$ cat config.mk
export PLATFORM = sky130hd
export DESIGN_NAME = nn_cfg_loader
export DESIGN_NICKNAME = d
export VERILOG_FILES = /design/src/rtl/nn_cfg_loader_pkg.sv /design/src/rtl/nn_cfg_hdr_check.sv /design/src/rtl/nn_cfg_loader.sv
export SDC_FILE = /design/constraint.sdc
export NUM_CORES = 1
export LEC_CHECK = 0
export CORE_MARGIN = 2
export CORE_UTILIZATION = 47
export CTS_CLUSTER_SIZE = 20
export DETAILED_ROUTE_END_ITERATION = 8
export PLACE_DENSITY = 0.86
export SYNTH_ARGS = -nofsm -noshare
export SYNTH_HDL_FRONTEND = slang
export SYNTH_SLANG_ARGS = --single-unit
$ cat constraint.sdc
create_clock -name clk -period 1.89 [get_ports clk]
set_input_delay 0.189 -clock clk [delete_from_list [all_inputs] [get_ports clk]]
set_output_delay 0.189 -clock clk [all_outputs]
set_load 0.005 [all_outputs]
$ cat src/rtl/nn_cfg_loader_pkg.sv
// Shared definitions for the configuration loader: FSM states, opcodes,
// header field offsets and default sizes of the MNIST layer configuration.
package nn_cfg_loader_pkg;

  typedef enum logic [2:0] {
    S_IDLE       = 3'd0,
    S_HDR_LAYER  = 3'd1,
    S_HDR_NEURON = 3'd2,
    S_HDR_CNT_H  = 3'd3,
    S_HDR_CNT_L  = 3'd4,
    S_DATA_H     = 3'd5,
    S_DATA_L     = 3'd6,
    S_CHK        = 3'd7
  } cfg_state_t;

  localparam logic [7:0] OPC_WEIGHT = 8'hA5;
  localparam logic [7:0] OPC_BIAS   = 8'h5B;

  // Byte offsets of the header fields within a frame.
  localparam int FLD_OPCODE = 0;
  localparam int FLD_LAYER  = 1;
  localparam int FLD_NEURON = 2;
  localparam int FLD_CNT_H  = 3;
  localparam int FLD_CNT_L  = 4;
  localparam int HDR_BYTES  = 5;

  // Four layers; the widest layer consumes one 28x28 input image per neuron.
  localparam int NUM_LAYERS_DEF = 4;
  localparam int MAX_WORDS_DEF  = 28 * 28;

endpackage

$ cat src/rtl/nn_cfg_hdr_check.sv
// Combinational header legality check: rejects a frame whose layer or word
// count cannot be loaded for the given record type.
module nn_cfg_hdr_check
  import nn_cfg_loader_pkg::*;
#(
  parameter int NUM_LAYERS = NUM_LAYERS_DEF,
  parameter int MAX_WORDS  = MAX_WORDS_DEF
) (
  input  logic        is_bias,
  input  logic [7:0]  layer,
  input  logic [15:0] count,
  output logic        reject
);

  always_comb begin
    reject = 1'b0;
    if (layer == 8'd0 || 32'(layer) > NUM_LAYERS) reject = 1'b1;
    if (count == 16'd0) reject = 1'b1;
    // A bias record carries exactly one word; a weight record at most one array.
    if (is_bias && count != 16'd1) reject = 1'b1;
    if (!is_bias && 32'(count) > MAX_WORDS) reject = 1'b1;
  end

endmodule

$ cat src/rtl/nn_cfg_loader.sv
// Byte-serial frame decoder driving the shared weight/bias config buses.
// Optional trailing checksum byte per frame when CFG_CHECKSUM_EN is defined.
module nn_cfg_loader
  import nn_cfg_loader_pkg::*;
#(
  parameter int         DATA_WIDTH = 16,
  parameter int         NUM_LAYERS = NUM_LAYERS_DEF,
  parameter int         MAX_WORDS  = MAX_WORDS_DEF,
  parameter logic [7:0] OP_WEIGHT  = OPC_WEIGHT,
  parameter logic [7:0] OP_BIAS    = OPC_BIAS
) (
  input  logic                  clk,
  input  logic                  wb_rst_n,
  input  logic [7:0]            in_byte,
  input  logic                  in_valid,
  output logic                  in_ready,
  output logic [DATA_WIDTH-1:0] weightValue,
  output logic                  weightValid,
  output logic [DATA_WIDTH-1:0] biasValue,
  output logic                  biasValid,
  output logic [DATA_WIDTH-1:0] config_layer_num,
  output logic [DATA_WIDTH-1:0] config_neuron_num,
  output logic                  busy,
  output logic                  frame_done,
  output logic                  frame_err
);

  // Handshake: a byte transfers on any cycle with in_valid && in_ready; the
  // loader never backpressures, so in_ready is permanently high.
  cfg_state_t  state;
  logic        is_bias;
  logic [7:0]  layer_q;
  logic [7:0]  cnt_hi;
  logic [7:0]  data_hi;
  logic [15:0] word_cnt;
  logic [15:0] count_in;
  logic [15:0] word_in;
  logic        reject;
  logic        accept;

  assign in_ready = 1'b1;
  assign accept   = in_valid && in_ready;
  assign busy     = (state != S_IDLE);
  assign count_in = {cnt_hi, in_byte};
  assign word_in  = {data_hi, in_byte};

  nn_cfg_hdr_check #(
    .NUM_LAYERS (NUM_LAYERS),
    .MAX_WORDS  (MAX_WORDS)
  ) u_hdr_check (
    .is_bias (is_bias),
    .layer   (layer_q),
    .count   (count_in),
    .reject  (reject)
  );

`ifdef CFG_CHECKSUM_EN
  logic [7:0] chk_acc;

  // Running XOR restarts on every byte seen in IDLE (the opcode position).
  always_ff @(posedge clk or negedge wb_rst_n) begin
    if (!wb_rst_n) begin
      chk_acc <= 8'd0;
    end else if (accept) begin
      chk_acc <= (state == S_IDLE) ? in_byte : (chk_acc ^ in_byte);
    end
  end
`endif

  always_ff @(posedge clk or negedge wb_rst_n) begin
    if (!wb_rst_n) begin
      state             <= S_IDLE;
      is_bias           <= 1'b0;
      layer_q           <= 8'd0;
      cnt_hi            <= 8'd0;
      data_hi           <= 8'd0;
      word_cnt          <= 16'd0;
      weightValue       <= '0;
      weightValid       <= 1'b0;
      biasValue         <= '0;
      biasValid         <= 1'b0;
      config_layer_num  <= '0;
      config_neuron_num <= '0;
      frame_done        <= 1'b0;
      frame_err         <= 1'b0;
    end else begin
      weightValid <= 1'b0;
      biasValid   <= 1'b0;
      frame_done  <= 1'b0;
      frame_err   <= 1'b0;
      if (accept) begin
        unique case (state)
          S_IDLE: begin
            if (in_byte == OP_WEIGHT || in_byte == OP_BIAS) begin
              is_bias <= (in_byte == OP_BIAS);
              state   <= S_HDR_LAYER;
            end else begin
              frame_err <= 1'b1;
            end
          end
          S_HDR_LAYER: begin
            layer_q <= in_byte;
            state   <= S_HDR_NEURON;
          end
          S_HDR_NEURON: begin
            config_layer_num  <= DATA_WIDTH'(layer_q);
            config_neuron_num <= DATA_WIDTH'(in_byte);
            state             <= S_HDR_CNT_H;
          end
          S_HDR_CNT_H: begin
            cnt_hi <= in_byte;
            state  <= S_HDR_CNT_L;
          end
          S_HDR_CNT_L: begin
            if (reject) begin
              frame_err <= 1'b1;
              state     <= S_IDLE;
            end else begin
              word_cnt <= count_in;
              state    <= S_DATA_H;
            end
          end
          S_DATA_H: begin
            data_hi <= in_byte;
            state   <= S_DATA_L;
          end
          S_DATA_L: begin
            if (is_bias) begin
              biasValue <= DATA_WIDTH'(word_in);
              biasValid <= 1'b1;
            end else begin
              weightValue <= DATA_WIDTH'(word_in);
              weightValid <= 1'b1;
            end
            if (word_cnt == 16'd1) begin
`ifdef CFG_CHECKSUM_EN
              state <= S_CHK;
`else
              frame_done <= 1'b1;
              state      <= S_IDLE;
`endif
            end else begin
              word_cnt <= word_cnt - 16'd1;
              state    <= S_DATA_H;
            end
          end
`ifdef CFG_CHECKSUM_EN
          S_CHK: begin
            // Words were already delivered; a bad checksum is only flagged.
            if (in_byte == chk_acc) frame_done <= 1'b1;
            else                    frame_err  <= 1'b1;
            state <= S_IDLE;
          end
`endif
          default: state <= S_IDLE;
        endcase
      end
    end
  end

endmodule

Yosys cells after proc, flatten, opt, wreduce, memory -nomap -nowiden
Cells that the tools add are included.
W data, S select, Z words.
- bits in latches: 0
- input port bits: 11
- register bits: 96
- RAM bits: 0
- memories kept: 0
- ROM bits: 0
- eq/ne operators: 13
- mux-type cells: 24
- shift-type cells: 0
- magnitude comparators: 2
- bitwise operators: 1
- div/mod/pow operators: 0
- multiply operators: 0
- add/subtract/negate cells: 1
- reduce and logical (&&, ||, !) cells: 19
- operators with widths (cell ; count):
    $mux W16 ; 2
    $pmux W16 S2 ; 1
    $pmux W3 S7 ; 1
    $eq A16 B1 Y1 const B ; 1
    $gt A16 B10 Y1 const B ; 1
    $logic_not A16 Y1 ; 1
    $mux W1 ; 16
    $ne A16 B1 Y1 const B ; 1
    $sub A16 B1 Y16 const B ; 1
    $reduce_and A2 Y1 ; 5
    $eq A3 B3 Y1 const B ; 3
    $mux W3 ; 3
    $reduce_and A3 Y1 ; 3
    $eq A8 B7 Y1 const B ; 1
    $eq A8 B8 Y1 const B ; 1
    $gt A8 B3 Y1 const B ; 1
    $logic_not A8 Y1 ; 1
    $eq A3 B2 Y1 const B ; 2
    $ne A2 B2 Y1 const B ; 3
    $reduce_and A4 Y1 ; 1
    $eq A3 B1 Y1 const B ; 1
    $logic_not A3 Y1 ; 1
    $reduce_bool A3 Y1 ; 1
    $logic_and A1 B1 Y1 ; 2
    other kinds (5) ; 6

Logic depth before layout (Yosys ltp)
- depth after elaboration: 9
- mapped depth: 9
- gate-level depth less buffers: 8

By module
Synthesis repeated with hierarchy kept, for this count alone.
- cell total of the unflattened synthesis: 382
- area total of the unflattened synthesis: 4744.6 um^2
- by module, submodules not included (module ; area an instance (um^2) ; times used ; cells an instance):
    nn_cfg_loader ; 4615.7 ; 1 ; 365
    nn_cfg_hdr_check ; 128.9 ; 1 ; 17

Worst setup path before layout
OpenSTA, ideal clock, no wires.
- path kind: flip-flop to flip-flop
- start point: register word_cnt[7]
- end point: register word_cnt[10]
- data arrival time: 1905 ps
- setup slack: -136 ps
- clock period less this slack: 2026 ps
- cell stages (with the launch flop): 8
- data required time: 1769 ps
- setup time: 121 ps
- path through: dfrtp_1 or3_1 nor4_2 nand3_1 nand2_2 buf_1 a21oi_1 o22a_1
- word-level cells in the longest chain between the ends: 3
- elaborated cells between the ends (all ways): 6
- RTL lines (item ; RTL line ; source):
    start: declaration ; nn_cfg_loader.sv:35 ; logic [15:0] word_cnt;
    start signal: assignment ; nn_cfg_loader.sv:119 ; word_cnt <= count_in;
    start signal: assignment ; nn_cfg_loader.sv:143 ; word_cnt <= word_cnt - 16'd1;
    $sub A16 B1 Y16 / $eq A16 B1 Y1 (equally long branches) ; nn_cfg_loader.sv:143, nn_cfg_loader.sv:135 ;
    $mux W16 / $ne A2 B2 Y1 (equally long branches) ; - ;
    $pmux W16 S2 / $reduce_and A4 Y1 (equally long branches) ; - ;
Several ways; a longest one is shown, not always the timed one. The select of a mux whose other input is x is not followed.
A chain may end at the register's enable or synchronous reset.

Final worst setup path
- start point: register cnt_hi[4]
- end point: register word_cnt[0]
- word-level cells in the longest chain between the ends: 6
- elaborated cells between the ends (all ways): 10
- RTL lines (item ; RTL line ; source):
    start: declaration ; nn_cfg_loader.sv:33 ; logic [7:0] cnt_hi;
    start signal: assignment ; nn_cfg_loader.sv:111 ; cnt_hi <= in_byte;
    parallel branches: the longest is 3 deep, another holds $gt A16 B10 Y1 ; - ;
    $mux W1 (*) ; nn_cfg_hdr_check.sv:21 ; if (!is_bias && 32'(count) > MAX_WORDS) reject = 1'b1;
    $ne A2 B2 Y1 (no line) (*) ; - ;
    $reduce_and A4 Y1 (no line) (*) ; - ;
Every way passes the cells marked *.

==> results.py <==
metrics = {
    "run_status": {
        "status": "finished, violations left",
        "violations": "setup timing",
    },
    "setup_path": {
        "cp-end-kind": "flip-flop",
        "cp_top_family": "compound AO/OA/AOI/OAI gates",
        "crit_chain": "nor4_4 > nand2_2 > a311oi_4 > o211ai_4 > and2_4 > a211o_1",
        "crit_arrival_ns": 2.28,
        "crit_buf_inv": 0,
        "reg2reg_depth": 6,
        "crit_type": "flip-flop to flip-flop",
        "critical_path_required_ns": 2.14,
        "cp-start-kind": "flip-flop",
        "cpPeakStageDelay_ns": 0.43,
        "critical_path_depth": 6,
        "worst-path-max-fanout": 8,
        "crit_slowest_cell": "dfrtp_1",
    },
    "timing": {
        "rsz0062_at_grt": "yes",
        "finalSetupViolations": 17,
        "finalWorstSetupSlack_ns": -0.1372,
        "slew_viol_final": 0,
        "skew_ns": 0.01274,
        "period_share_pct": 107.3,
        "clock.fmax_mhz": 493.3,
        "hold_ws_ns": 0.2361,
        "hold_viol_final": 0,
        "timing.final.crit_period_ns": 2.027,
    },
    "run": {
        "cap_viol_max_count": 0,
    },
    "layout": {
        "final_nets": 506,
        "layout_commonest_cell": "dfrtp_1",
        "final_cell_mix": "dfrtp_1, mux2_2, clkdlybuf4s50_1",
        "fill_cells": 644,
        "areaGrowthSynthToFinish_pct": 33.51,
        "layout-drive-gt1-share_pct": 37.55,
        "n_antenna_cell": 0,
    },
    "power_and_ir_drop": {
        "cellPowerDensity_nw_per_um2": 1369,
        "vdd_drop_max_v": 0.0009751,
        "switchingPower_uw": 2846,
        "clkPwrFrac_pct": 15.7,
        "intPower_uw": 5355,
        "comb_power_share_pct": 41.0,
        "p_leak_uw": 0.002596,
        "seqPwrFrac_pct": 43.3,
        "swShare_pct": 34.70,
    },
    "floorplan": {
        "coreArea_sq_um": 9240,
        "die_y_microns": 101.7,
        "ios": 81,
        "fp-row-count": 35,
        "die_w_microns": 101.7,
        "initial_utilization_pct": 48.57,
        "die_area_sq_um": 10350,
    },
    "placed_design": {
        "io_buffers": 63,
        "gp_congestion": 0.9422,
        "place_ws_ns": -0.4389,
        "hpwl_microns": 7829,
    },
    "global_routing": {
        "grt_pass1_vias": 3642,
        "grt_util_all_layers_pct": 22.56,
        "gr-total-overflow": 0,
        "antenna_found_initial": 0,
        "grt_max_degree": 50,
        "grt_pass1_wl_microns": 18230,
    },
    "cts": {
        "cts_tree": "done",
        "clkLatencyLatePin_ns": 0.36,
        "cts.sinks": 96,
        "cts_buffers": 9,
        "clk_pin_slew_ns": 0.10,
        "root_buffer": "clkbuf_8",
        "ctsHtreeMaxLevel": 3,
        "clockBufferDepth": 2,
    },
    "synthesis": {
        "ys.flop_type": "dfrtp_1",
        "syn_area_per_cell_sq_um": 11.72,
        "async_reset_ff_share_pct": 100.0,
        "yosysWarnings": 0,
        "syn_inst": 383,
        "ys_seq_area_share_pct": 53.53,
        "synth_edf_count": 0,
        "syn-cell-area_sq_um": 4488,
        "ys_types": 52,
        "ys_ff_latch": 96,
    },
    "detailed_routing": {
        "wl_microns": 11640,
        "via_per_inst": 5.732,
        "drc": 0,
        "drt_iter0_drc": 353,
        "ant_nets": 0,
        "dr.pass1.iters": 5,
        "wire_per_inst_microns": 18.56,
        "num_vias": 3594,
    },
    "min_path": {
        "hold_class": "input port to async pin",
    },
}
==> stage by stage <==
step / cell area [sq um] / setup TNS (ns) / utilization (%) / total power, uW / instances
final: 5992 / -1.526 / 64.85 / 8202 / 627
after global routing: 5992 / -3.203 / 64.85 / 8653 / 627
after CTS: 5887 / -1.031 / 63.71 / 8042 / 628
after detailed placement: 5609 / -7.354 / 60.70 / 6654 / 606
after global placement: 5609 / -5.939 / 60.70 / 6468 / 606
after floorplan: 4573 / -0.08780 / - / 5001 / 398
==> sequential cells by signal, indices dropped and copies added (netlist names) <==
signal / flops
cnt_hi: 8
is_bias: 1
state: 3
config_neuron_num: 8
data_hi: 8
biasValue: 16
layer_q: 8
biasValid: 1
frame_done: 1
weightValue: 16
frame_err: 1
weightValid: 1
config_layer_num: 8
word_cnt: 16
==> kinds of logic after synthesis <==
| logic type | synth area share, % |
|---|---|
| other | 0.1673 |
| multiplexers | 17.54 |
| flip-flops | 53.53 |
| AND/OR/NAND/NOR | 11.26 |
| AO/OA/AOI/OAI | 10.93 |
| adder cells (fa/ha/maj) | 0.5575 |
| buffers and inverters | 6.022 |
==> final cells by class <==
| type | instances | area, sq um | area share [%] |
|---|---|---|---|
| Timing Repair Buffer | 122 | 1160 | 19.36 |
| Inverter | 8 | 30.03 | 0.5011 |
| Sequential cell | 96 | 2404 | 40.11 |
| Clock inverter | 6 | 57.56 | 0.9605 |
| Clock buffer | 10 | 127.6 | 2.130 |
| Tap cell | 129 | 161.4 | 2.694 |
| Multi-Input combinational cell | 256 | 2052 | 34.25 |
==> repair_timing <==
action | in CTS | in global routing
pin swaps | 9 | 25
cloned | 2 | 0
gates resized for setup | 12 | 27
buffers inserted | 3 | 0
setup endpoints to repair | 19 | 20
endpoints found under the hold margin | 20 | 0
hold buffers | 1 | 0
==> layer usage <==
layer | wire length [microns] | global-route usage (%) | vias up
met1 | 4727 | 29.33 | 1811
met3 | 1006 | 6.694 | 33
li1 | - | - | 1570
met4 | 303 | 7.692 | 0
met2 | 5600 | 36.23 | 180
met5 | 0 | 0 | -
==> worst register-to-register path, delay by kind of cell (launching register included) <==
| family | cells | cell delay (ns) |
|---|---|---|
| DFF | 1 | 0.43 |
| AOI/OAI and AO/OA | 3 | 0.79 |
| and+or+nand+nor | 3 | 0.70 |
==> synthesized netlist by cell type (3+ instances only) <==
cell type	number	area share [%]
buf_4	18	3.0
nor2_1	36	3.0
o311a_1	3	0.67
inv_1	8	0.67
nor4_1	4	0.56
dfrtp_1	96	54
nor3_1	11	1.2
clkbuf_1	14	1.2
a22oi_1	3	0.50
buf_6	3	0.75
nand3_1	5	0.56
mux2_2	69	17
o21ai_0	10	1.1
buf_2	3	0.33
nand2_1	18	1.5
a21oi_1	19	2.1
o22a_1	10	2.0
a31oi_1	11	1.5
nand4_1	3	0.42
==> power by group through the flow <==
stage / clock, uW / sequential [uW] / combinational [uW]
finish: 1280 / 3550 / 3360
global route: 1390 / 3660 / 3610
CTS: 1300 / 3520 / 3220
detailed placement: 0 / 3540 / 3120
global placement: 0 / 3470 / 3000
floorplan: 0 / 3450 / 1560
==> path summary, 6_finish.rpt <==
check	slack, ns	end	start
worst max-delay path	-0.14	word_cnt[0]	cnt_hi[4]
worst min-delay path	0.24	weightValue[7]	wb_rst_n
worst max register to register	-0.14	word_cnt[0]	cnt_hi[4]
worst min register to register	0.52	data_hi[4]	data_hi[4]
max in group asynchronous	0.97	state[1]	wb_rst_n
min in group clk	0.52	data_hi[4]	data_hi[4]
Power figures use the tool's default switching activity.
